===== src/rtl/intersection_monitor_if.sv =====
// Signal bundle between the intersection controller side and the safety monitor.
// The controller side drives greens and controls; the monitor returns flags and count.
`timescale 1ns/1ps
interface intersection_monitor_if #(
    parameter int NUM_GROUPS = 4,
    parameter int CNT_W      = 8
);
    localparam int SW = $clog2(NUM_GROUPS);

    logic [NUM_GROUPS-1:0] green;
    logic                  err_clr;
    logic [SW-1:0]         sel_first;
    logic [SW-1:0]         sel_second;
    logic                  conflict_err;
    logic                  min_green_err;
    logic                  clear_err;
    logic [SW-1:0]         first_err_group;
    logic [CNT_W-1:0]      handover_cnt;

    modport master (
        output green, err_clr, sel_first, sel_second,
        input  conflict_err, min_green_err, clear_err,
        input  first_err_group, handover_cnt
    );

    modport slave (
        input  green, err_clr, sel_first, sel_second,
        output conflict_err, min_green_err, clear_err,
        output first_err_group, handover_cnt
    );
endinterface


===== src/rtl/intersection_monitor.sv =====
// Runtime safety monitor: conflicting greens, minimum green, all-red clearance, handover count.
// Clearance counters and check exist only when INTERSECTION_MONITOR_CLEAR_CHECK_EN is defined.
`timescale 1ns/1ps
module intersection_monitor #(
    parameter int                             NUM_GROUPS    = 4,
    parameter logic [NUM_GROUPS*NUM_GROUPS-1:0] CONFLICT_MASK = 16'h080E,
    parameter int                             MIN_GREEN     = 3,
    parameter int                             CLEAR_CYCLES  = 2,
    parameter int                             CNT_W         = 8
) (
    input logic                   clock,
    input logic                   reset,
    intersection_monitor_if.slave mon
);
    localparam int SW = $clog2(NUM_GROUPS);
    localparam int GW = $clog2(MIN_GREEN + 1);
    localparam int NN = NUM_GROUPS * NUM_GROUPS;

    typedef enum logic {IDLE, ARMED} hand_state_t;

    function automatic logic conflicts(input int i, input int j);
        logic [NN-1:0] a;
        logic [NN-1:0] b;
        a = CONFLICT_MASK >> (i * NUM_GROUPS + j);
        b = CONFLICT_MASK >> (j * NUM_GROUPS + i);
        return a[0] | b[0];
    endfunction

    logic [NUM_GROUPS-1:0]         green_q;
    logic [NUM_GROUPS-1:0]         rise;
    logic [NUM_GROUPS-1:0]         fall;
    logic [NUM_GROUPS-1:0][GW-1:0] grn_cnt;
    logic [NUM_GROUPS-1:0]         off;
    logic                          conf_hit;
    logic                          mg_hit;
    logic                          clr_hit;
    logic [SW-1:0]                 low_grp;
    logic                          conf_flag;
    logic                          mg_flag;
    logic                          clr_flag;
    logic [SW-1:0]                 err_grp;
    hand_state_t                   state;
    hand_state_t                   state_next;
    logic [SW-1:0]                 sel_first_q;
    logic [SW-1:0]                 sel_second_q;
    logic                          cnt_inc;
    logic [CNT_W-1:0]              cnt;

`ifdef INTERSECTION_MONITOR_CLEAR_CHECK_EN
    localparam int RW = $clog2(CLEAR_CYCLES + 1);
    logic [NUM_GROUPS-1:0][RW-1:0] red_cnt;

    // Red-time per group: held at 0 while green, the fall cycle counts as red cycle 1.
    always_ff @(posedge clock or posedge reset) begin
        if (reset) begin
            for (int i = 0; i < NUM_GROUPS; i++) red_cnt[i] <= RW'(CLEAR_CYCLES);
        end else begin
            for (int i = 0; i < NUM_GROUPS; i++) begin
                if (mon.green[i])
                    red_cnt[i] <= '0;
                else if (red_cnt[i] != RW'(CLEAR_CYCLES))
                    red_cnt[i] <= red_cnt[i] + 1'b1;
            end
        end
    end
`endif

    // Edge detection and per-check violation detection, lowest offender selected.
    always_comb begin
        rise     = mon.green & ~green_q;
        fall     = ~mon.green & green_q;
        conf_hit = 1'b0;
        mg_hit   = 1'b0;
        clr_hit  = 1'b0;
        off      = '0;
        low_grp  = '0;
        for (int i = 0; i < NUM_GROUPS; i++) begin
            for (int j = i + 1; j < NUM_GROUPS; j++) begin
                if (conflicts(i, j) && mon.green[i] && mon.green[j]) begin
                    conf_hit = 1'b1;
                    off[i]   = 1'b1;
                end
            end
            if (fall[i] && grn_cnt[i] < GW'(MIN_GREEN)) begin
                mg_hit = 1'b1;
                off[i] = 1'b1;
            end
        end
`ifdef INTERSECTION_MONITOR_CLEAR_CHECK_EN
        for (int j = 0; j < NUM_GROUPS; j++) begin
            for (int i = 0; i < NUM_GROUPS; i++) begin
                if (i != j && conflicts(i, j) && rise[j] &&
                    red_cnt[i] < RW'(CLEAR_CYCLES)) begin
                    clr_hit = 1'b1;
                    off[(i < j) ? i : j] = 1'b1;
                end
            end
        end
`endif
        for (int i = NUM_GROUPS - 1; i >= 0; i--) begin
            if (off[i]) low_grp = SW'(i);
        end
    end

    // Previous green sample and saturating green-time counters.
    always_ff @(posedge clock or posedge reset) begin
        if (reset) begin
            green_q <= '0;
            grn_cnt <= '0;
        end else begin
            green_q <= mon.green;
            for (int i = 0; i < NUM_GROUPS; i++) begin
                if (!mon.green[i])
                    grn_cnt[i] <= '0;
                else if (grn_cnt[i] != GW'(MIN_GREEN))
                    grn_cnt[i] <= grn_cnt[i] + 1'b1;
            end
        end
    end

    // Sticky flags; a new error in the clear cycle wins and is recaptured.
    always_ff @(posedge clock or posedge reset) begin
        if (reset) begin
            conf_flag <= 1'b0;
            mg_flag   <= 1'b0;
            clr_flag  <= 1'b0;
            err_grp   <= '0;
        end else begin
            if (mon.err_clr) begin
                conf_flag <= conf_hit;
                mg_flag   <= mg_hit;
                clr_flag  <= clr_hit;
            end else begin
                conf_flag <= conf_flag | conf_hit;
                mg_flag   <= mg_flag | mg_hit;
                clr_flag  <= clr_flag | clr_hit;
            end
            if ((conf_hit || mg_hit || clr_hit) &&
                (mon.err_clr || !(conf_flag || mg_flag || clr_flag)))
                err_grp <= low_grp;
            else if (mon.err_clr)
                err_grp <= '0;
        end
    end

    // Handover next-state: arm on first-only green, count on second-only green.
    always_comb begin
        state_next = state;
        cnt_inc    = 1'b0;
        if (mon.sel_first != sel_first_q || mon.sel_second != sel_second_q ||
            mon.sel_first == mon.sel_second) begin
            state_next = IDLE;
        end else begin
            unique case (state)
                IDLE: begin
                    if (mon.green[mon.sel_first] && !mon.green[mon.sel_second])
                        state_next = ARMED;
                end
                ARMED: begin
                    if (!mon.green[mon.sel_first] && mon.green[mon.sel_second]) begin
                        state_next = IDLE;
                        cnt_inc    = 1'b1;
                    end
                end
                default: state_next = IDLE;
            endcase
        end
    end

    // Handover state, selector history and saturating counter.
    always_ff @(posedge clock or posedge reset) begin
        if (reset) begin
            state        <= IDLE;
            sel_first_q  <= '0;
            sel_second_q <= '0;
            cnt          <= '0;
        end else begin
            state        <= state_next;
            sel_first_q  <= mon.sel_first;
            sel_second_q <= mon.sel_second;
            if (cnt_inc && cnt != '1)
                cnt <= cnt + 1'b1;
        end
    end

    assign mon.conflict_err    = conf_flag;
    assign mon.min_green_err   = mg_flag;
    assign mon.clear_err       = clr_flag;
    assign mon.first_err_group = err_grp;
    assign mon.handover_cnt    = cnt;
endmodule


===== src/flat_wrapper.sv =====
// flat-port wrapper written by rule: the top's interface ports become plain ports
module intersection_monitor_flat 
#(
    parameter int                             NUM_GROUPS    = 4,
    parameter logic [NUM_GROUPS*NUM_GROUPS-1:0] CONFLICT_MASK = 16'h080E,
    parameter int                             MIN_GREEN     = 3,
    parameter int                             CLEAR_CYCLES  = 2,
    parameter int                             CNT_W         = 8
)
  (clock, reset, mon_green, mon_err_clr, mon_sel_first, mon_sel_second, mon_conflict_err, mon_min_green_err, mon_clear_err, mon_first_err_group, mon_handover_cnt);
  intersection_monitor_if #(.NUM_GROUPS(NUM_GROUPS), .CNT_W(CNT_W)) mon_i ();
  input logic clock;
  input logic reset;
  input wire logic [$bits(mon_i.green)-1:0] mon_green;
  input wire logic [$bits(mon_i.err_clr)-1:0] mon_err_clr;
  input wire logic [$bits(mon_i.sel_first)-1:0] mon_sel_first;
  input wire logic [$bits(mon_i.sel_second)-1:0] mon_sel_second;
  output wire logic [$bits(mon_i.conflict_err)-1:0] mon_conflict_err;
  output wire logic [$bits(mon_i.min_green_err)-1:0] mon_min_green_err;
  output wire logic [$bits(mon_i.clear_err)-1:0] mon_clear_err;
  output wire logic [$bits(mon_i.first_err_group)-1:0] mon_first_err_group;
  output wire logic [$bits(mon_i.handover_cnt)-1:0] mon_handover_cnt;
  assign mon_i.green = mon_green;
  assign mon_i.err_clr = mon_err_clr;
  assign mon_i.sel_first = mon_sel_first;
  assign mon_i.sel_second = mon_sel_second;
  assign mon_conflict_err = mon_i.conflict_err;
  assign mon_min_green_err = mon_i.min_green_err;
  assign mon_clear_err = mon_i.clear_err;
  assign mon_first_err_group = mon_i.first_err_group;
  assign mon_handover_cnt = mon_i.handover_cnt;
  intersection_monitor #(.NUM_GROUPS(NUM_GROUPS), .CONFLICT_MASK(CONFLICT_MASK), .MIN_GREEN(MIN_GREEN), .CLEAR_CYCLES(CLEAR_CYCLES), .CNT_W(CNT_W)) u_core (.clock(clock), .reset(reset), .mon(mon_i));
endmodule

===== config.mk =====
export PLATFORM = sky130hd
export DESIGN_NAME = intersection_monitor_flat
export DESIGN_NICKNAME = d
export VERILOG_FILES = /design/src/rtl/intersection_monitor_if.sv /design/src/rtl/intersection_monitor.sv /design/src/flat_wrapper.sv
export SDC_FILE = /design/constraint.sdc
export NUM_CORES = 1
export LEC_CHECK = 0
export CAP_MARGIN = 20
export CORE_UTILIZATION = 30
export DETAILED_ROUTE_END_ITERATION = 6
export SLEW_MARGIN = 40
export SYNTH_ARGS = -nofsm -noshare
export SYNTH_HDL_FRONTEND = slang
export SYNTH_SLANG_ARGS = --single-unit

===== constraint.sdc =====
create_clock -name clock -period 4.3 [get_ports clock]
set_clock_uncertainty 0.05 [all_clocks]
set_input_delay 0.43 -clock clock [delete_from_list [all_inputs] [get_ports clock]]
set_output_delay 0.43 -clock clock [all_outputs]
set_load 0.02 [all_outputs]

[Word level (Yosys, flattened, before mapping)]
Cells that the tools add are included.
Word-level totals
  flip-flop bits (word level): 29
  output and inout port bits: 13
  word-level logic and storage cells: 101
  input port bits: 11
Cells by class
  bitwise gates (word level): 5
  reduce and logical (&&, ||, !) cells: 21
  magnitude comparators: 6
  eq/ne operators: 12
  $add $sub $neg: 5
  mux-type cells: 40
Operator list (number)
  $mux W2: 14
  $mux W1: 23
  $logic_and A1 B1 Y1: 12
  $add A2 B1 Y2 const B: 4
  $add A8 B1 Y8 const B: 1
  $lt A2 B2 Y1 const B: 4
  $ne A2 B1 Y1 const B: 4
  $ne A2 B2 Y1 const B: 4
  $ne A8 B8 Y1 const B: 1
  $lt A2 B3 Y1 const B: 2
  $logic_or A1 B1 Y1: 5
  $and A4 B4 Y4: 1
  $bmux W1 S2: 2
  $ne A2 B2 Y1: 2
  $not A4 Y4: 1
  $logic_not A1 Y1: 3
  $eq A2 B2 Y1: 1
  $or A1 B1 Y1: 2
  $pmux W1 S2: 1
  $reduce_bool A2 Y1: 1
  $not A1 Y1: 1

[Logic depth before layout (Yosys ltp)]
Gate-level depths: netlist of the first run.
  depth after elaboration: 10
  mapped depth: 6

[Worst setup path after synthesis of the first run]
Ideal clock, no wire load.
  path type: input-to-reg
  start: input mon_sel_first[0]
  end: register u_core.cnt[1], in the netlist u_core.mon.handover_cnt[1]
  stages on the path: 4
  data arrival time: 1.723 ns
  path buffers: 0
  required time: 4.125 ns
  path slack: 2.402 ns
  setup time: 0.125 ns
  cell sequence: mux4_2 -> nor3_4 -> and2b_2 -> mux2_4
Between the ends
  word-level cells in the longest chain between the ends: 8
  elaborated cells on any way between the ends: 12
  those cells by class: eq/ne: 2; mux: 5; reduce/logical: 5
Ends and longest elaborated chain
  from (decl): line flat_wrapper.sv:16  | input wire logic [$bits(mon_i.sel_first)-1:0] mon_sel_first;
  $bmux W1 S2: line intersection_monitor.sv:160  | if (!mon.green[mon.sel_first] && mon.green[mon.sel_second]) begin
  $mux W1 (not written as such): line intersection_monitor.sv:160
  $logic_not A1 Y1: line intersection_monitor.sv:160
  $logic_and A1 B1 Y1: line intersection_monitor.sv:160
  $mux W1: line intersection_monitor.sv:160
  $mux W1: line intersection_monitor.sv:154  | unique case (state)
  $mux W1 *: line intersection_monitor.sv:150  | if (mon.sel_first != sel_first_q || mon.sel_second != sel_second_q ||
  $logic_and A1 B1 Y1 *: line intersection_monitor.sv:181  | if (cnt_inc && cnt != '1)
  to (signal assigned): line intersection_monitor.sv:182  | cnt <= cnt + 1'b1;
  to (decl): line intersection_monitor.sv:47  | logic [CNT_W-1:0] cnt;
Mark *: on every way between the ends. The rest lies on a longest branch, timed or not. The select of a mux whose other input is x is not followed.
A chain may end at the register's enable or synchronous reset.

[Worst setup path after layout of the first run]
Same ends and word-level chain as after synthesis.

==> results of run 1 <==
[metal layers]
layer  vias to the layer above  GRT usage  share of wire
li1                        465          -              -
met1                       472      0.145           0.45
met2                        28      0.180           0.46
met3                         7     0.0442          0.073
met4                         0     0.0467          0.017
met5                         -          0              0
[cell usage in the layout (no fill, tap or decap), drive strengths merged, types with 3 or more instances in the layout]
cell / n
clkdlybuf4s50: 22
ha: 5
nor2b: 5
mux2i: 5
o21ai: 3
nor3: 3
inv: 4
nand2: 5
xnor2: 12
and2: 4
clkbuf: 6
a21oi: 4
xor2: 4
dfrtp: 29
nor3b: 4
nor2: 6
[state kept, by name, summed over array words and instances (netlist names)]
register and flops:
u_core.grn_cnt 8, u_core.mon.handover_cnt 8, u_core.green_q 4, u_core.mon.first_err_group 2, u_core.sel_first_q 2, u_core.sel_second_q 2, u_core.mon.conflict_err 1, u_core.mon.min_green_err 1
u_core.state 1
[power by group through the flow]
| stage | clock (W) | combinational [W] | sequential, W |
|---|---|---|---|
| 5_1_grt | 0.000238 | 0.000125 | 0.000315 |
| 6_report | 0.000211 | 0.000108 | 0.000312 |
| 4_1_cts | 0.000222 | 0.000111 | 0.000312 |
| 3_5_place_dp | 0 | 0.000110 | 0.000317 |
| 2_1_floorplan | 0 | 0.0000717 | 0.000318 |
| 3_3_place_gp | 0 | 0.000106 | 0.000314 |
[cell type report]
cell class / instances / area [sq um]
inverter: 4 / 15.0
fill: 432 / 2670
multi-input combinational: 85 / 666
tap: 52 / 65.1
timing repair buffer: 22 / 220
clock inverter: 2 / 10.0
clock buffer: 6 / 72.6
sequential: 29 / 726
[cells by family after synthesis]
group | share of synthesized area
muxes | 0.0858
adders and majority gates | 0.0513
buffers and inverters | 0.0159
DFF | 0.513
AOI/OAI and AO/OA | 0.0566
other | 0.00265
xor gates and xnor gates | 0.0991
and+or+nand+nor | 0.175
[stage by stage]
stage | hold slack [ns] | instances
after CTS | 0.461 | 200
final | 0.455 | 200
after global placement | 0.435 | 192
after detailed placement | 0.443 | 192
after floorplan | 0.411 | 119
after global routing | 0.487 | 200
[final timing paths]
kind | start | end | slack [ns] | cells past startpoint
worst max-delay path | mon_sel_first[0] | u_core.mon.handover_cnt[1] | 1.96 | 5
worst min-delay path | u_core.mon.handover_cnt[5] | u_core.mon.handover_cnt[5] | 0.45 | 1
worst max register to register | u_core.grn_cnt[7] | u_core.mon.first_err_group[1] | 2.32 | 6
worst min register to register | u_core.mon.handover_cnt[5] | u_core.mon.handover_cnt[5] | 0.45 | 1
max in group asynchronous | reset | u_core.green_q[3] | 3.29 | 2
min in group asynchronous | reset | u_core.mon.handover_cnt[4] | 0.50 | 2
[worst max-delay path, cell delays in order]
cell and delay (ns):
clkdlybuf4s50_1 0.57, mux4_2 0.58, nor3_4 0.34, and2b_2 0.23, mux2_4 0.30
==> results by group, run 1 <==
Final layout
  • Synthesis-to-layout area growth: 25.5%
  • Final instance area: 0.00177 sq mm
  • Ant. Diodes: 0
  • Nets: 163
  • Fraction of layout cells with a size suffix above 1: 0.115
  • Post-layout util: 0.399

Clock tree
  • Total CTS buffers: 5
  • Clock Pin Slew Worst Setup and Hold Paths: 0.06 ns
  • PostCTS Resize Cnt: 0
  • Post-CTS Setup Repair Bufs: 0
  • CTS root buffer: clkbuf_8
  • Max Buffers Root-to-Sink: 2
  • TritonCTS clock tree: built
  • Hold-fix buffers, CTS: 0
  • CTS sink cnt: 29
  • Worst-skew pair later-pin latency: 0.28 ns
  • Htree depth: 2

Placed design
  • PortBufs: 22
  • RD Place Congestion: 0.797
  • DP Area: 0.00169 sq mm
  • Setup Slack @ Placement: 1.66 ns
  • HPWL Detailed: 1820 um

Detailed routing
  • Final wirelength: 2530 um
  • Vias per inst: 4.86
  • DR DRC count: 6
  • Drt pass-1 iters: 6
  • WL/cell: 12.7 um
  • Vias: 972
  • Initial DRC count: 47
  • Routed Antenna Nets: 0

Worst setup path
  • Crit end category: register
  • Worst Path Required: 4.41 ns
  • Startpoint type of the worst setup path: primary input
  • Crit-path max FO: 8
  • Worst path arrival time: 2.45 ns
  • WS Path Type: in2reg

Yosys
  • Mapped Area: 0.00141 sq mm
  • Top cells by area, synth: dfrtp_1 (51%), xnor2_1 (7.4%), ha_1 (4.4%), mux2i_1 (3.5%), mux4_2 (3.2%)
  • Synth area leader: dfrtp_1
  • Mapped Cells: 119
  • Count leader, synth: dfrtp_1
  • Yosys reg bits: 29
  • Area share of the largest cell type after synthesis: 0.513
  • Synth Warn #: 0
  • Seq/Total Area, Yosys: 0.513
  • Synth top cells by count: dfrtp_1 (29), xnor2_1 (12), nor2_1 (6)
  • Ys flop type: dfrtp_1
  • Synth async-reset ratio: 1.00
  • Mean area per synthesized cell: 11.9 sq um
  • Distinct cell type count after synthesis: 36
  • Synth Net Count: 135
  • Post-synth EDFFs: 0

STA
  • Slew Viols, Final: 0
  • Slew margin rel.: 0.589
  • Fin crit share: 0.544
  • TNS Setup: 0 ns
  • Unrepaired setup endpoints after global routing: no
  • Hold Fails Final Rpt: 0
  • Maximum clock rate: 427 MHz
  • Worst Max-Slew Pin Slew: 0.616 ns
  • Fin crit period: 2.34 ns
  • Setup ws final: 1.96 ns
  • Setup violations, final: 0

Power
  • Pwr dens: 356 mW/mm^2
  • Peak supply drop: 0.118 mV
  • Psw: 0.000165 W
  • Leak: 0.751 nW
  • Reg power frac: 0.494
  • Net Sw Frac: 0.261
  • Total power: 0.000632 W
  • Logic pwr share: 0.172
  • Clk pwr share: 0.334
  • Internal power: 0.000467 W

Global route
  • GRT Total Usage: 0.116
  • Vias in the first global route: 991
  • Initial antenna violation count: 0
  • First-pass GRT wire length: 4450 um
  • Gr ovfl total: 0
  • Largest net degree at the start of global routing: 30

Die
  • Chip height: 70.7 um
  • Core Rows: 24
  • Core outline area: 0.00444 sq mm
  • Die area: 0.00499 sq mm
  • Die width: 70.7 um
  • Initial Util: 0.318
  • Io pins: 24

Min path
  • Hold Crit Class: reg2reg

Outcome
  • Failing checks: design-rule violations
  • Status: finished, violations left

Flow run
  • Total of max-cap violations: 0
(Power assumes the default switching activity.)
==> inputs of run 2 (changes only) <==
clock period = 1.9 ns   (was 4.3 ns; I/O delays follow)
==> run 2 against run 1 <==
  * Die area is the same
  * Combinational power grew to 2.7 times the previous value
  * Worst hold slack lost 0.27 ns
  * Power grew 130%
  * The run still ends with design-rule violations left
  * Critical path depth did not move
  * Clock power grew 130%
  * Register-to-register slack got worse by 2.2 ns
  * Via count up 4.6%
  * Largest power group unchanged
==> results by group, run 2 (synthesis results as in run 1) <==
Global route
  • First-pass GRT wire length: 5090 um (was 4450 um)
  • Initial antenna violation count: 0 (unchanged)
  • Vias in the first global route: 1123 (was 991)
  • Largest net degree at the start of global routing: 30 (unchanged)
  • GRT Total Usage: 0.137 (was 0.116)
  • Gr ovfl total: 0 (unchanged)

Clock tree
  • Total CTS buffers: 5 (unchanged)
  • Max Buffers Root-to-Sink: 2 (unchanged)
  • Htree depth: 2 (unchanged)
  • CTS root buffer: clkbuf_8 (unchanged)
  • Clock Pin Slew Worst Setup and Hold Paths: 0.06 ns (about the same)
  • CTS sink cnt: 29 (unchanged)
  • Hold-fix buffers, CTS: 0 (unchanged)
  • TritonCTS clock tree: built (unchanged)
  • Worst-skew pair later-pin latency: 0.27 ns (was 0.28 ns)

Placed design
  • PortBufs: 22 (unchanged)
  • HPWL Detailed: 2200 um (was 1820 um)
  • Setup Slack @ Placement: -0.294 ns (was 1.66 ns)
  • RD Place Congestion: 0.763 (was 0.797)

Final layout
  • FILL cells: 441 (was 432)
  • Most frequent cells in the layout: dfrtp_1 (29), clkdlybuf4s50_1 (21), buf_4 (17), xnor2_1 (12), nor2_1 (6) (was dfrtp_1 (29), clkdlybuf4s50_1 (22), xnor2_1 (12), nor2_1 (6))
  • Nets: 180 (was 163)
  • Ant. Diodes: 0 (unchanged)
  • Synthesis-to-layout area growth: 35.9% (was 25.5%)
  • Fraction of layout cells with a size suffix above 1: 0.218 (was 0.115)
  • Post-layout util: 0.432 (was 0.399)
  • Commonest non-fill, non-tap cell in the layout: dfrtp_1 (unchanged)

STA
  • Slew Viols, Final: 0 (unchanged)
  • Hold Fails Final Rpt: 0 (unchanged)
  • Maximum clock rate: 536 MHz
  • Fin crit period: 1.87 ns
  • Setup violations, final: 0 (unchanged)
  • Setup ws final: 0.0343 ns (was 1.96 ns)
  • Fin crit share: 0.982

Die
  • Initial Util: 0.318 (unchanged)
  • Chip height: 70.7 um (unchanged)
  • Die area: 0.00499 sq mm (unchanged)
  • Die width: 70.7 um (unchanged)
  • Io pins: 24 (unchanged)
  • Core Rows: 24 (unchanged)
  • Core outline area: 0.00444 sq mm (unchanged)

Detailed routing
  • Final wirelength: 2950 um (was 2530 um)
  • Routed Antenna Nets: 0 (unchanged)
  • Vias per inst: 4.69 (was 4.86)
  • WL/cell: 13.6 um (was 12.7 um)
  • DR DRC count: 6 (unchanged)
  • Vias: 1017 (was 972)
  • Drt pass-1 iters: 7 (was 6)
  • Initial DRC count: 39 (was 47)

Worst setup path
  • Worst Path Required: 2.01 ns (was 4.41 ns)
  • Crit end category: register (unchanged)
  • CP top delay family: multiplexers (unchanged)
  • Worst path arrival time: 1.97 ns (was 2.45 ns)
  • Crit-path slowest cell: mux4_2 (unchanged)
  • CP Cell Sequence: clkdlybuf4s50_1 -> mux4_2 -> nor3_4 -> and2b_2 -> mux2_4 (unchanged)
  • CP Buf/Inv Count: 1 (unchanged)
  • Crit-path max FO: 5 (was 8)
  • Worst R2R Setup Slack: 0.11 ns (was 2.32 ns)
  • WS Path Type: in2reg (unchanged)
  • Startpoint type of the worst setup path: primary input (unchanged)
  • Worst path max stage delay: 0.57 ns (was 0.58 ns)

Min path
  • Hold Crit Class: in2reg (was reg2reg)

Power
  • Internal power: 0.00109 W (was 0.000467 W)
  • Reg power frac: 0.477 (was 0.494)
  • Peak supply drop: 0.327 mV (was 0.118 mV)
  • Clk pwr share: 0.324 (was 0.334)
  • Leak: 0.851 nW (was 0.751 nW)
  • Net Sw Frac: 0.263 (was 0.261)
  • Pwr dens: 769 mW/mm^2 (was 356 mW/mm^2)
  • Total power: 0.00148 W (was 0.000632 W)
  • Psw: 0.000388 W (was 0.000165 W)
  • Logic pwr share: 0.200 (was 0.172)

Outcome
  • Failing checks: design-rule violations (unchanged)
  • Status: finished, violations left (unchanged)

Flow run
  • Total of max-cap violations: 0 (unchanged)
run 2: what timing repair did:
item | in CTS | in global routing
setup endpoints to repair | 2 | 3
gates resized for setup | 1 | 5
setup buffers | 1 | 0
pin swaps | 1 | 1
run 2: final timing paths:
| check | startpoint | to | cells after the start |
|---|---|---|---|
| max in group asynchronous | reset | u_core.grn_cnt[3] | 3 |
| min | mon_sel_first[0] | u_core.sel_first_q[0] | 2 |
| min reg2reg | u_core.mon.handover_cnt[5] | u_core.mon.handover_cnt[5] | 1 |
| min in group asynchronous | reset | u_core.mon.handover_cnt[6] | 3 |
| max reg2reg | u_core.grn_cnt[6] | u_core.mon.first_err_group[1] | 6 |
| max | mon_green[3] | u_core.mon.handover_cnt[1] | 5 |
run 2: worst register-to-register path, stage by stage (launching register included):
cell,delay (ns)
dfrtp_1,0.36
ha_1,0.19
or3b_4,0.14
o21ai_2,0.05
or3_4,0.37
o22ai_2,0.17
mux2_2,0.35
run 2: layout make-up:
class                           count  area [sq um]  area share
Timing Repair Buffer               39           350       0.182
Clock buffer                        6          72.6      0.0378
Multi-Input combinational cell     85           683       0.355
Inverter                            4          15.0     0.00781
Tap cell                           52          65.1      0.0339
Clock inverter                      2          10.0     0.00521
Sequential cell                    29           726       0.378
run 2: routing by layer:
layer  up-vias  GRT usage  routed length [um]
li1        497          -                   -
met1       491      0.150                1260
met2        27      0.237                1520
met3         2     0.0570                 147
met4         0     0.0533                  17
met5         -          0                   0
run 2: per-stage QoR:
stage,setup TNS (ns),instance area (sq um),cells,hold slack (ns)
final,0,1920,217,0.182
after global routing,-0.000130,1920,217,0.170
after CTS,0,1900,217,0.249
after detailed placement,-1.96,1810,208,0.434
after global placement,-1.64,1810,208,0.435
after floorplan,0,1410,119,0.171
run 2: power by group through the flow:
stage | Combinational [W] | Sequential [W] | Clock, W
after floorplan | 0.000162 | 0.000719 | 0
after global placement | 0.000271 | 0.000711 | 0
after detailed placement | 0.000289 | 0.000717 | 0
after CTS | 0.000296 | 0.000706 | 0.000500
after global routing | 0.000326 | 0.000711 | 0.000550
final | 0.000295 | 0.000704 | 0.000478
==> inputs of run 3 (changes only) <==
--- a/config.mk
+++ b/config.mk
@@ -8,4 +8,7 @@
 export CAP_MARGIN = 20
+export CELL_PAD_IN_SITES_DETAIL_PLACEMENT = 1
+export CELL_PAD_IN_SITES_GLOBAL_PLACEMENT = 1
 export CORE_UTILIZATION = 30
 export DETAILED_ROUTE_END_ITERATION = 6
+export PLACE_DENSITY_LB_ADDON = 0.1
 export SLEW_MARGIN = 40
==> constraint.sdc (replaced) <==
create_clock -name clock -period 1.9 [get_ports clock]
set_clock_uncertainty 0.05 [all_clocks]
set_input_delay 0.57 -clock clock [delete_from_list [all_inputs] [get_ports clock]]
set_output_delay 0.57 -clock clock [all_outputs]
set_load 0.02 [all_outputs]
==> run 3 against run 2 <==
  * The flow still finishes with violations (design-rule violations)
  * Via count increased by 1.6%
  * Register-to-register slack got worse by 0.02 ns
  * Cell area is essentially flat
  * Power up 5.4%
  * Die area is the same
  * Non-clock buffer count is the same
  * Routed wire length is 7.0% higher
  * Sequential share of layout area is essentially flat
  * Maximum frequency increased by 0.90%
  * Global-route usage up 1.4 points
  * Sequential power about the same
  * Highest routed layer unchanged
==> results by group, run 3 (synthesis results as in run 1) <==
STA
  • Maximum clock rate: 541 MHz (was 536 MHz)
  • Fin crit share: 0.973 (was 0.982)
  • Slew Viols, Final: 0 (unchanged)
  • Unrepaired setup endpoints after global routing: no
  • Setup violations, final: 0 (unchanged)
  • Hold Fails Final Rpt: 0 (unchanged)
  • Fin crit period: 1.85 ns (was 1.87 ns)

Die
  • Core outline area: 0.00444 sq mm (unchanged)
  • Die width: 70.7 um (unchanged)
  • Die area: 0.00499 sq mm (unchanged)
  • Chip height: 70.7 um (unchanged)
  • Initial Util: 0.318 (unchanged)
  • Io pins: 24 (unchanged)
  • Core Rows: 24 (unchanged)

Final layout
  • Nets: 180 (unchanged)
  • Synthesis-to-layout area growth: 36.0% (was 35.9%)
  • Most frequent cells in the layout: dfrtp_1 (29), buf_4 (16), xnor2_1 (11), dlygate4sd2_1 (9), clkbuf_8 (7) (was dfrtp_1 (29), clkdlybuf4s50_1 (21), buf_4 (17), xnor2_1 (12), nor2_1 (6))
  • Commonest non-fill, non-tap cell in the layout: dfrtp_1 (unchanged)
  • Final instance area: 0.00192 sq mm (about the same)
  • Post-layout util: 0.433 (was 0.432)
  • Ant. Diodes: 0 (unchanged)
  • Fraction of layout cells with a size suffix above 1: 0.273 (was 0.218)

Detailed routing
  • WL/cell: 14.5 um (was 13.6 um)
  • Vias per inst: 4.76 (was 4.69)
  • Vias: 1033 (was 1017)
  • Routed Antenna Nets: 0 (unchanged)
  • Initial DRC count: 48 (was 39)
  • Final wirelength: 3150 um (was 2950 um)
  • Drt pass-1 iters: 5 (was 7)
  • DR DRC count: 4 (was 6)

Global route
  • Gr ovfl total: 0 (unchanged)
  • Largest net degree at the start of global routing: 30 (unchanged)
  • First-pass GRT wire length: 5640 um (was 5090 um)
  • Initial antenna violation count: 0 (unchanged)
  • Vias in the first global route: 1213 (was 1123)
  • GRT Total Usage: 0.151 (was 0.137)

Flow run
  • Total of max-cap violations: 0 (unchanged)

Power
  • Logic pwr share: 0.180 (was 0.200)
  • Clk pwr share: 0.368 (was 0.324)
  • Leak: 0.928 nW (was 0.851 nW)
  • Psw: 0.000408 W (was 0.000388 W)
  • Reg power frac: 0.452 (was 0.477)
  • Internal power: 0.00115 W (was 0.00109 W)
  • Net Sw Frac: 0.262 (was 0.263)
  • Pwr dens: 810 mW/mm^2 (was 769 mW/mm^2)
  • Peak supply drop: 0.327 mV (about the same)

Clock tree
  • Total CTS buffers: 5 (unchanged)
  • Max Buffers Root-to-Sink: 2 (unchanged)
  • Post-CTS Setup Repair Bufs: 0 (was 1)
  • CTS sink cnt: 29 (unchanged)
  • Worst-skew pair later-pin latency: 0.28 ns (was 0.27 ns)
  • Clock Pin Slew Worst Setup and Hold Paths: 0.07 ns (was 0.06 ns)
  • Htree depth: 2 (unchanged)
  • CTS root buffer: clkbuf_8 (unchanged)
  • TritonCTS clock tree: built (unchanged)

Worst setup path
  • Worst path arrival time: 1.97 ns (about the same)
  • Crit-path max FO: 3 (was 5)
  • WS Path Type: in2reg (unchanged)
  • Worst R2R Setup Slack: 0.09 ns (was 0.11 ns)
  • Worst Path Required: 2.02 ns (was 2.01 ns)
  • Crit end category: register (unchanged)
  • Startpoint type of the worst setup path: primary input (unchanged)

Min path
  • Hold Crit Class: in2reg (unchanged)

Placed design
  • DP Area: 0.00182 sq mm (was 0.00181 sq mm)
  • HPWL Detailed: 2380 um (was 2200 um)
  • PortBufs: 22 (unchanged)
  • RD Place Congestion: 0.733 (was 0.763)

Outcome
  • Failing checks: design-rule violations (unchanged)
  • Status: finished, violations left (unchanged)
==> run 3: cell types whose count changed in the layout (fill, tap and decap cells not counted), moves of 2 or more <==
| cell | change |
|---|---|
| ha_2 | +2 |
| dlymetal6s2s_1 | +2 |
| clkdlybuf4s50_1 | -18 |
| dlygate4sd2_1 | +9 |
| clkdlybuf4s15_1 | +2 |
| clkbuf_2 | +2 |
| ha_1 | -2 |
| buf_2 | +3 |
| clkbuf_8 | +2 |
==> run 3: layout make-up <==
| cell class | count | area (sq um) |
|---|---|---|
| Sequential cell | 29 | 726 |
| Tap cell | 52 | 65.1 |
| Timing Repair Buffer | 39 | 323 |
| Multi-Input combinational cell | 85 | 693 |
| Inverter | 4 | 15.0 |
| Clock inverter | 1 | 5.00 |
| Fill cell | 509 | 2520 |
| Clock buffer | 7 | 96.3 |
==> run 3: power groups by stage <==
stage	clock [W]	sequential, W	combinational, W
4_1_cts	0.000589	0.000705	0.000286
2_1_floorplan	0	0.000719	0.000162
3_3_place_gp	0	0.000712	0.000270
5_1_grt	0.000624	0.000712	0.000318
6_report	0.000573	0.000705	0.000281
3_5_place_dp	0	0.000717	0.000286
==> run 3: stage by stage <==
| step | worst slack (ns) | total power, W | std cells | hold slack, ns | TNS, ns |
|---|---|---|---|---|---|
| finish | 0.0509 | 0.00156 | 217 | 0.397 | 0 |
| detailed placement | -0.650 | 0.00100 | 209 | 0.451 | -6.42 |
| floorplan | -0.0707 | 0.000882 | 119 | 0.466 | -0.0707 |
| global route | 0.00258 | 0.00166 | 217 | 0.396 | 0 |
| global placement | -0.587 | 0.000983 | 209 | 0.437 | -5.77 |
| CTS | 0.00524 | 0.00158 | 217 | 0.465 | 0 |
==> run 3: repair_timing <==
| action | 4_1_cts | 5_1_grt |
|---|---|---|
| gates resized for setup | 27 | 16 |
| pin swaps | 1 | 3 |
| endpoints found under the setup margin | 19 | 10 |
| cloned | 0 | 0 |
| hold buffers | 0 | 0 |
==> run 3: metal layers <==
| metal | part of all wire | GRT usage | vias to the layer above | wire length (um) |
|---|---|---|---|---|
| met4 | 0.025 | 0.0867 | 0 | 78 |
| li1 | - | - | 495 | - |
| met5 | 0 | 0 | - | 0 |
| met1 | 0.44 | 0.187 | 510 | 1380 |
| met2 | 0.50 | 0.244 | 21 | 1560 |
| met3 | 0.041 | 0.0356 | 7 | 129 |
==> run 3: critical path, stage by stage <==
cell and delay, ns:
clkdlybuf4s15_1 0.20, mux4_2 0.52, nor3_4 0.20, and2b_2 0.19
mux2_4 0.30
==> run 3: worst paths after layout <==
path | start | end | cells past startpoint
worst max register to register | u_core.grn_cnt[6] | u_core.mon.first_err_group[1] | 6
worst max-delay path | mon_green[0] | u_core.mon.handover_cnt[1] | 5
worst min register to register | u_core.mon.min_green_err | u_core.mon.min_green_err | 1
worst min-delay path | mon_green[2] | u_core.green_q[2] | 1
max in group asynchronous | reset | u_core.grn_cnt[6] | 3
min in group asynchronous | reset | u_core.grn_cnt[3] | 3
==> RTL change: new RTL, flow settings as in run 2 <==
`MIN_GREEN` is set to 3 in 2 places; all go to 6.
--- a/src/rtl/intersection_monitor.sv
+++ b/src/rtl/intersection_monitor.sv
@@ -4,7 +4,7 @@
 module intersection_monitor #(
     parameter int                             NUM_GROUPS    = 4,
     parameter logic [NUM_GROUPS*NUM_GROUPS-1:0] CONFLICT_MASK = 16'h080E,
-    parameter int                             MIN_GREEN     = 3,
+    parameter int                             MIN_GREEN     = 6,
     parameter int                             CLEAR_CYCLES  = 2,
     parameter int                             CNT_W         = 8
 ) (
--- a/src/flat_wrapper.sv
+++ b/src/flat_wrapper.sv
@@ -3,7 +3,7 @@
 #(
     parameter int                             NUM_GROUPS    = 4,
     parameter logic [NUM_GROUPS*NUM_GROUPS-1:0] CONFLICT_MASK = 16'h080E,
-    parameter int                             MIN_GREEN     = 3,
+    parameter int                             MIN_GREEN     = 6,
     parameter int                             CLEAR_CYCLES  = 2,
     parameter int                             CNT_W         = 8
 )
Formal check against the unedited RTL: not equivalent (a bounded check fails within 10 cycles, from zero or initial values and one cycle with reset high).
==> RTL change against run 2 <==
Final cell count is 19% higher; sequential share of layout area is 0.54 points higher; synthesized area up 17%; sequential cell count is 4 higher; total power is 9.7% higher; setup slack improved by 0.085 ns; final area grew 12%; wire length rose by 2.4%; first-iteration DRC count grew 33%; critical path type unchanged.
==> RTL change: results (changes against run 2) <==
pwr:
  ir_drop_mv: 0.302  # -7.8%
  p_leak_nw: 1.07  # +26%
synth:
  synthTopCellsByArea: "dfrtp_1 (50%), ha_1 (6.8%), xnor2_1 (5.3%)"
  syn_nets: 171  # +27%
  synth.avg_cell_area_um2: 11.0  # -7.5%
  ys_seq_area_frac: 0.498  # -0.0155
  netlist_top_cells_count: "dfrtp_1 (33), inv_1 (16), nand2_1 (15), xnor2_1 (10), ha_1 (9)"
  async_flop_share: 1.00  # unchanged
  ys_types: 34  # -5.6%
clocking:
  post-cts-setup-buffers: 0  # -1
  h-tree-depth: 2  # unchanged
  clockRootBuffer: "clkbuf_8"
  clock_latency_ns: 0.28
  cts.reportedPaths.clkPinSlew_ns: 0.07
hold_path:
  hp-class: "in2reg"
  whs_path_depth: 2  # unchanged
  hp-start: "mon_sel_first[0]"
  hold_path_end: "u_core.sel_first_q[0]$_DFF_PP0_"
placement:
  numPlacedInstances: 251  # +21%
  gp_congestion: 0.699  # -8.3%
  hpwl_mm: 2.21  # +0.54%
setup_path:
  cp_max_fo: 6  # +1
  reg2reg_to: "u_core.mon.handover_cnt[1]$_DFFE_PP0P_"
  timing.rr.start: "u_core.mon.handover_cnt[2]$_DFFE_PP0P_"
  reg2regPathDepth: 5  # -1
  r2r_slack_ns: 0.23  # +0.12 ns
grt:
  grt_pass1_wl_mm: 5.47  # +7.6%
  grt_usage: 0.119  # -0.0175
  grt_max_degree: 34  # +13%
  grt_pass1_vias: 1216  # +8.3%
route:
  wire_per_inst_um: 11.7  # -14%
  drt_first_pass_iters: 4  # -3
  drt_iter0_drc: 52  # +33%
  wirelength_mm: 3.02  # +2.4%
  via_per_inst: 4.61  # -1.7%
finish:
  largest_reg_flops: 12
  top_register: "u_core.grn_cnt"
  num-fill-cells: 519  # +18%
  drive_above_1_share: 0.122  # -0.0958
  area_growth_pct: 29.9
  antenna_cells: 0  # unchanged
  nets: 208  # +16%
status:
  status: "complete, no violations"
RTL change: report_power, final:
part           leakage [nW]  total, mW  internal, mW  switching, mW
sequential            0.424      0.771         0.742         0.0289
combinational         0.593      0.216         0.107          0.109
clock                0.0540      0.635         0.381          0.254
total                  1.07       1.62          1.23          0.391
RTL change: worst max path at each step:
stage,cells past startpoint,endpoint,from,slack [ns]
floorplan,5,u_core.mon.handover_cnt[4]$_DFFE_PP0P_,mon_green[3],0.15
global placement,5,u_core.mon.handover_cnt[4]$_DFFE_PP0P_,mon_sel_first[0],-0.26
detailed placement,5,u_core.mon.handover_cnt[4]$_DFFE_PP0P_,mon_sel_first[0],-0.29
CTS,5,u_core.mon.handover_cnt[4]$_DFFE_PP0P_,mon_sel_first[0],0.06
global route,5,u_core.mon.handover_cnt[4]$_DFFE_PP0P_,mon_sel_first[1],0.01
finish,5,u_core.mon.handover_cnt[4]$_DFFE_PP0P_,mon_sel_first[1],0.12
RTL change: repair_timing:
action,4_1_cts,5_1_grt
pin swaps,1,2
endpoints found under the setup margin,1,2
resized for setup,1,7
RTL change: cells by family after synthesis:
family	share of synthesized area
fa+ha+maj	0.0739
buf+inv	0.0498
simple gates	0.127
flops	0.498
other cells	0.00226
xor+xnor	0.0633
compound gates	0.113
mux	0.0731
RTL change: area by class of cell:
class | instances | area share
clock inverter | 2 | 0.0163
inverter | 16 | 0.0279
sequential | 33 | 0.383
tap | 70 | 0.0406
clock buffer | 5 | 0.0319
timing repair buffer | 34 | 0.150
multi-input combinational | 98 | 0.350
RTL change: critical path: stages:
cell and delay (ns):
clkdlybuf4s50_1 0.56, mux4_2 0.38, nor3_4 0.30, nand4_1 0.15, mux2_4 0.32
RTL change: per-layer routing:
layer	GRT usage	share of wire	up-vias
li1	-	-	589
met5	0	0	-
met3	0.0287	0.029	7
met2	0.194	0.48	16
met1	0.146	0.47	577
met4	0.0635	0.024	0
RTL change: stage by stage:
step / hold WS (ns) / TNS [ns] / instance area (um^2) / setup slack, ns
final: 0.169 / 0 / 2160 / 0.120
after global routing: 0.193 / 0 / 2160 / 0.0126
after CTS: 0.259 / 0 / 2140 / 0.0579
after detailed placement: 0.445 / -2.16 / 2030 / -0.293
after global placement: 0.440 / -2.01 / 2030 / -0.258
after floorplan: 0.171 / 0 / 1660 / 0.150
